## src/rtl/vga_rx_monitor_pkg.sv

```systemverilog
// Shared 640x480@60 VGA timing constants and monitor state encoding.
// Used by the receive monitor and by the VGA generator.
package vga_rx_monitor_pkg;

    localparam int VGA_CLK_DIV  = 4;

    localparam int VGA_H_ACTIVE = 640;
    localparam int VGA_H_FP     = 16;
    localparam int VGA_H_SYNC   = 96;
    localparam int VGA_H_BP     = 48;
    localparam int VGA_H_TOTAL  = 800;

    localparam int VGA_V_ACTIVE = 480;
    localparam int VGA_V_FP     = 10;
    localparam int VGA_V_SYNC   = 2;
    localparam int VGA_V_BP     = 33;
    localparam int VGA_V_TOTAL  = 525;

    typedef enum logic [1:0] {
        ST_SEARCH  = 2'd0,
        ST_MEASURE = 2'd1,
        ST_LOCKED  = 2'd2
    } mon_state_t;

    function automatic logic [7:0] sat_inc8(input logic [7:0] v);
        return (v == 8'hFF) ? v : v + 8'd1;
    endfunction

endpackage

```

## src/rtl/vga_rx_monitor_edge_det.sv

```systemverilog
// Two-register sync edge detector: first stage is the registered input,
// edges are flagged by comparing it against the second stage.
module vga_edge_det (
    input  logic clk,
    input  logic rst,
    input  logic din,
    output logic fall,
    output logic rise
);

    logic s_q;
    logic d_q;

    // Syncs idle high, so reset to 1 to avoid a spurious edge after release.
    always_ff @(posedge clk or posedge rst) begin
        if (rst) begin
            s_q <= 1'b1;
            d_q <= 1'b1;
        end else begin
            s_q <= din;
            d_q <= s_q;
        end
    end

    assign fall = d_q & ~s_q;
    assign rise = ~d_q & s_q;

endmodule

```

## src/rtl/vga_rx_monitor.sv

```systemverilog
// VGA receive-side timing monitor: checks line/frame timing, locks onto a
// clean stream and samples one pixel per frame at a programmable position.
//   state      | meaning
//   ST_SEARCH  | waiting for the first vsync; nothing is checked
//   ST_MEASURE | checking timing, waiting for one error-free frame
//   ST_LOCKED  | timing verified; pixel capture enabled
module vga_rx_monitor
    import vga_rx_monitor_pkg::*;
#(
    parameter int CLK_DIV  = VGA_CLK_DIV,
    parameter int H_ACTIVE = VGA_H_ACTIVE,
    parameter int H_FP     = VGA_H_FP,
    parameter int H_SYNC   = VGA_H_SYNC,
    parameter int H_BP     = VGA_H_BP,
    parameter int H_TOTAL  = VGA_H_TOTAL,
    parameter int V_ACTIVE = VGA_V_ACTIVE,
    parameter int V_FP     = VGA_V_FP,
    parameter int V_SYNC   = VGA_V_SYNC,
    parameter int V_BP     = VGA_V_BP,
    parameter int V_TOTAL  = VGA_V_TOTAL
) (
    input  logic        clk_100m,
    input  logic        rst,
    input  logic        vga_hsync,
    input  logic        vga_vsync,
    input  logic [2:0]  vga_r,
    input  logic [2:0]  vga_g,
    input  logic [1:0]  vga_b,
    input  logic [9:0]  cap_x,
    input  logic [8:0]  cap_y,
    output logic        locked,
    output logic [7:0]  h_err_cnt,
    output logic [7:0]  v_err_cnt,
    output logic [15:0] frame_cnt,
    output logic        cap_valid,
    output logic [7:0]  cap_pixel
);

    localparam logic [12:0] LINE_CYC    = 13'(H_TOTAL * CLK_DIV);
    localparam logic [12:0] HSYNC_CYC   = 13'(H_SYNC * CLK_DIV);
    localparam logic [10:0] FRAME_LINES = 11'(V_TOTAL);
    localparam logic [10:0] VSYNC_LINES = 11'(V_SYNC);
    // Inconsistent timing parameters make the capture position meaningless.
    localparam logic TIMING_OK = (H_ACTIVE + H_FP + H_SYNC + H_BP == H_TOTAL) &&
                                 (V_ACTIVE + V_FP + V_SYNC + V_BP == V_TOTAL);

    mon_state_t  state_q, state_d;
    logic        hs_fall, hs_rise, vs_fall, vs_rise;
    logic [7:0]  rgb_s;
    logic [11:0] hcnt;
    logic [9:0]  vline;
    logic [9:0]  cap_x_l;
    logic [8:0]  cap_y_l;
    logic        h_armed;
    logic        frame_err;
    logic [12:0] hcnt_p1;
    logic [10:0] vline_p1;
    logic [15:0] cap_h_tgt;
    logic [10:0] cap_v_tgt;
    logic        checking, h_err, v_err, cap_in_range, cap_hit;

    vga_edge_det u_hs_edge (
        .clk  (clk_100m),
        .rst  (rst),
        .din  (vga_hsync),
        .fall (hs_fall),
        .rise (hs_rise)
    );

    vga_edge_det u_vs_edge (
        .clk  (clk_100m),
        .rst  (rst),
        .din  (vga_vsync),
        .fall (vs_fall),
        .rise (vs_rise)
    );

    // vline+1 is the number of hsync falls since vsync fell, so it measures
    // both the frame length and the sync length.
    assign hcnt_p1  = {1'b0, hcnt} + 13'd1;
    assign vline_p1 = {1'b0, vline} + 11'd1;
    assign checking = (state_q != ST_SEARCH);

    assign h_err = checking &&
                   ((hs_fall && h_armed && (hcnt_p1 != LINE_CYC)) ||
                    (hs_rise && (hcnt_p1 != HSYNC_CYC)));
    assign v_err = checking &&
                   ((vs_fall && (vline_p1 != FRAME_LINES)) ||
                    (vs_rise && (vline_p1 != VSYNC_LINES)));

    assign cap_h_tgt = (16'(H_SYNC + H_BP) + {6'd0, cap_x_l}) * 16'(CLK_DIV)
                       + 16'(CLK_DIV / 2);
    assign cap_v_tgt = 11'(V_SYNC + V_BP) + {2'd0, cap_y_l};
    assign cap_in_range = ({1'b0, cap_x_l} < 11'(H_ACTIVE)) &&
                          ({1'b0, cap_y_l} < 10'(V_ACTIVE));
    assign cap_hit = TIMING_OK && (state_q == ST_LOCKED) && cap_in_range &&
                     ({1'b0, vline} == cap_v_tgt) && ({4'd0, hcnt} == cap_h_tgt);

    always_ff @(posedge clk_100m or posedge rst) begin
        if (rst) state_q <= ST_SEARCH;
        else     state_q <= state_d;
    end

    always_comb begin
        state_d = state_q;
        case (state_q)
            ST_SEARCH:  if (vs_fall) state_d = ST_MEASURE;
            ST_MEASURE: if (vs_fall && !frame_err && !h_err && !v_err) state_d = ST_LOCKED;
            ST_LOCKED:  if (h_err || v_err) state_d = ST_MEASURE;
            default:    state_d = ST_SEARCH;
        endcase
    end

    always_ff @(posedge clk_100m or posedge rst) begin
        if (rst) begin
            rgb_s     <= 8'd0;
            hcnt      <= 12'd0;
            vline     <= 10'd0;
            cap_x_l   <= 10'd0;
            cap_y_l   <= 9'd0;
            h_armed   <= 1'b0;
            frame_err <= 1'b0;
            locked    <= 1'b0;
            h_err_cnt <= 8'd0;
            v_err_cnt <= 8'd0;
            frame_cnt <= 16'd0;
            cap_valid <= 1'b0;
            cap_pixel <= 8'd0;
        end else begin
            rgb_s <= {vga_r, vga_g, vga_b};

            if (hs_fall)            hcnt <= 12'd0;
            else if (hcnt != '1)    hcnt <= hcnt + 12'd1;

            if (vs_fall)            vline <= hs_fall ? 10'd0 : 10'h3FF;
            else if (hs_fall)       vline <= vline + 10'd1;

            if (vs_fall) begin
                cap_x_l   <= cap_x;
                cap_y_l   <= cap_y;
                frame_cnt <= frame_cnt + 16'd1;
            end

            // The first line after leaving SEARCH may be partial.
            if (!checking)          h_armed <= 1'b0;
            else if (hs_fall)       h_armed <= 1'b1;

            if (!checking || vs_fall)   frame_err <= 1'b0;
            else if (h_err || v_err)    frame_err <= 1'b1;

            if (h_err) h_err_cnt <= sat_inc8(h_err_cnt);
            if (v_err) v_err_cnt <= sat_inc8(v_err_cnt);

            locked    <= (state_d == ST_LOCKED);
            cap_valid <= cap_hit;
            if (cap_hit) cap_pixel <= rgb_s;
        end
    end

endmodule

```

## config.mk

```make
export PLATFORM = sky130hd
export DESIGN_NAME = vga_rx_monitor
export DESIGN_NICKNAME = d
export VERILOG_FILES = /design/src/rtl/vga_rx_monitor_pkg.sv /design/src/rtl/vga_rx_monitor_edge_det.sv /design/src/rtl/vga_rx_monitor.sv
export SDC_FILE = /design/constraint.sdc
export NUM_CORES = 1
export LEC_CHECK = 0
export ABC_AREA = 0
export CAP_MARGIN = 5
export CORE_ASPECT_RATIO = 0.7
export CORE_MARGIN = 2
export CORE_UTILIZATION = 49
export CTS_CLUSTER_DIAMETER = 100
export DETAILED_ROUTE_END_ITERATION = 8
export GPL_TIMING_DRIVEN = 1
export HOLD_SLACK_MARGIN = 0.1
export PLACE_DENSITY = 0.86
export REMOVE_ABC_BUFFERS = 1
export SYNTH_ARGS = -nofsm -noshare
export SYNTH_HDL_FRONTEND = slang
export SYNTH_SLANG_ARGS = --single-unit
```

## constraint.sdc

```tcl
create_clock -name clk_100m -period 3.15 [get_ports clk_100m]
set_clock_uncertainty 0.15 [all_clocks]
set_input_delay 0.63 -clock clk_100m [delete_from_list [all_inputs] [get_ports clk_100m]]
set_output_delay 0.63 -clock clk_100m [all_outputs]
set_load 0.05 [all_outputs]
```

==> results_dict.tcl <==
set metrics [dict create \
    outcome "finished, final reports clean" \
    fmaxAchievable_ghz 0.342 \
    postCtsResizedCells 0 \
    ctsHoldBuffers 0 \
    p_total_uw 4390 \
    critPathLaunchType "flop" \
    wl_per_cell_um 16.2 \
    comb_power_share 0.335 \
    wirelength_um 11300 \
    gr-total-overflow 0 \
    grt_pass1_wl_um 19200 \
    synth-seq-cells 99 \
    timing.max_cap.violations 0 \
    worstPathMaxFanout 8 \
    drt_pass1_iterations 5 \
    final_hold_viol_count 0 \
    yosysTopAreaCellShare 0.481 \
    via_per_inst 5.56 \
    cts_tree "built" \
    clock_path_buffers 2 \
    clk_pin_slew_ns 0.06 \
    clk_latency_ns 0.35 \
    vias 3878 \
    tightest_slew_ns 0.971 \
    synth_edf_count 0 \
    synth_top_cell_by_area "dfrtp_1" \
    finalMaxSlewViolations 0 \
    clockPowerShare 0.256 \
    gp_congestion 0.862 \
    cellPowerDensity_nw_per_um2 721 \
    drtAntennaViolNets 0 \
    drc 0 \
    power_switching_share 0.377 \
    rsz0062_at_grt "no" \
    cts_root_buf "clkbuf_16" \
    nNetsFinal 605 \
    rr_worst_depth 7 \
    die_area_um2 10900 \
    worst-setup-path-type "reg2reg" \
    hold_slack_ns 0.233 \
    synth_area_leaders "dfrtp_1, xnor2_1, nand2_1" \
    internal_power_uw 2740 \
    drive_above_1_share 0.0896 \
    antenna_found_initial 0 \
    cp.required_ns 3.23 \
    grt.total_usage 0.227 \
    p_switching_uw 1660 \
    sequentialPowerShare 0.408 \
    fill_cells 757 \
    core_region_area_um2 9760 \
    synthTopCellsByCount "dfrtp_1, nand2_1, xnor2_1" \
    area_growth_pct 23.2 \
    utilization 0.625 \
    synthesis.area_um2 4950 \
    period_share 0.927 \
    grt_pass1_vias 3963 \
    cts_sinks 99 \
    place.port_buffers 72 \
    synth_cells 499 \
    grt_max_degree 53 \
    r2r_end "v_err_cnt[1]" \
    setup_viol 0 \
    crit_start "vline[1]" \
    synthArstFlopShare 1.00 \
    avgSynthCellArea_um2 9.91 \
    slew_headroom 0.351 \
    synth.most_common_cell "dfrtp_1" \
    cts_setup_buffers 0 \
    hold_path.class "reg2reg" \
    tns_ns 0 \
    yosysSeqAreaShare 0.502 \
    ios 73 \
    vdd_drop_max_mv 0.504 \
    dp_hpwl_um 7840 \
    crit_arrival_ns 3.00 \
    period_minus_slack_ns 2.92 \
    cts_buffers 9 \
    pre_cts_slack_ns 0.256 \
    start_util 0.507 \
    hold_depth 0 \
    ff2ff_setup_slack_ns 0.23 \
    ys_types 54 \
    setup_slack_ns 0.229 \
    h-tree-depth 3 \
    worstReg2RegStart "vline[1]" \
    initialDrtViolationCount 260 \
    rows 30 \
    antenna_cells 0 \
    endpoint_kind "flop" \
    worstSetupEndpoint "v_err_cnt[1]" \
    yosys_most_used_dff "dfrtp_1" \
    die_y_um 88.1 \
    chipWidth_um 124 \
    p_leak_uw 0.00266 \
    ys_warn_count 0 \
]
[power by group through the flow]
stage          logic (uW)  registers, uW  clock network (uW)
3_3_place_gp         1410           1780                   0
6_report             1470           1800                1130
5_1_grt              1580           1830                1190
3_5_place_dp         1450           1810                   0
4_1_cts              1470           1790                1150
2_1_floorplan         632           2120                   0
[per-layer routing]
layer,vias up,wire length [um],GRT usage
met5,-,0,0
met4,0,248,0.0868
met3,26,790,0.0540
met2,114,5500,0.373
met1,1907,4750,0.293
li1,1831,-,-
[cells by family (layout without fill, tap and decap cells)]
| logic type | Yosys count | count (layout) | share of synthesized area |
|---|---|---|---|
| DFF | 99 | 99 | 0.502 |
| and+or+nand+nor | 203 | 203 | 0.201 |
| AOI/OAI and AO/OA | 62 | 62 | 0.0804 |
| muxes | 17 | 17 | 0.0382 |
| adders and majority gates | 10 | 10 | 0.0253 |
| xor gates and xnor gates | 67 | 67 | 0.119 |
| buffers and inverters | 41 | 111 | 0.0352 |
[cells in the final DEF (no fill, tap or decap), drive strengths merged, types with 6 or more instances in the layout]
cell            n
mux2           12
clkdlybuf4s50  72
nand2          82
o21ai          16
nor4            8
nor3           10
a21oi          19
nor2           31
nand3          24
dfrtp          95
ha             10
xnor2          44
xor2           23
buf             9
a211oi          6
and3            8
inv            14
clkbuf         12
nand4          15
[sequential cells by signal, indices dropped and copies added, names as in the netlist]
name / flops
u_vs_edge.s_q: 1
frame_cnt: 16
h_err_cnt: 8
frame_err: 1
state_q: 2
cap_pixel: 8
h_armed: 1
u_vs_edge.d_q: 1
u_hs_edge.d_q: 1
v_err_cnt: 8
cap_y_l: 9
u_hs_edge.s_q: 1
vline: 10
hcnt: 12
cap_valid: 1
cap_x_l: 10
locked: 1
rgb_s: 8
[worst min-delay path by stage]
stage,start,end,slack (ns)
6_report,u_hs_edge.s_q,u_hs_edge.d_q,0.23
2_1_floorplan,u_vs_edge.s_q,u_vs_edge.d_q,0.21
5_1_grt,u_hs_edge.s_q,u_hs_edge.d_q,0.24
3_3_place_gp,u_hs_edge.s_q,u_hs_edge.d_q,0.22
3_5_place_dp,u_hs_edge.s_q,u_hs_edge.d_q,0.22
4_1_cts,u_hs_edge.s_q,u_hs_edge.d_q,0.23
[layout make-up]
| type | count | area (um^2) | area share |
|---|---|---|---|
| clock buffer | 12 | 256 | 0.0421 |
| timing repair buffer | 81 | 801 | 0.131 |
| inverter | 14 | 55.1 | 0.00903 |
| clock inverter | 4 | 48.8 | 0.00800 |
| tap | 128 | 160 | 0.0263 |
| multi-input combinational | 359 | 2290 | 0.376 |
| sequential | 99 | 2480 | 0.407 |
[worst max-delay path, stage by stage (launching register included)]
cell and delay (ns):
dfrtp_1 0.46, ha_1 0.24, and3_1 0.21, or4_1 0.43
o21a_1 0.17, o41a_2 0.51, o211a_1 0.32, mux2_4 0.33
[stage by stage]
stage                     cells  instance area [um^2]
after detailed placement    681                  5790
after floorplan             472                  4830
final                       697                  6100
after CTS                   697                  6100
after global routing        697                  6100
after global placement      681                  5790
Note: power is estimated with default switching activity, not from simulation.
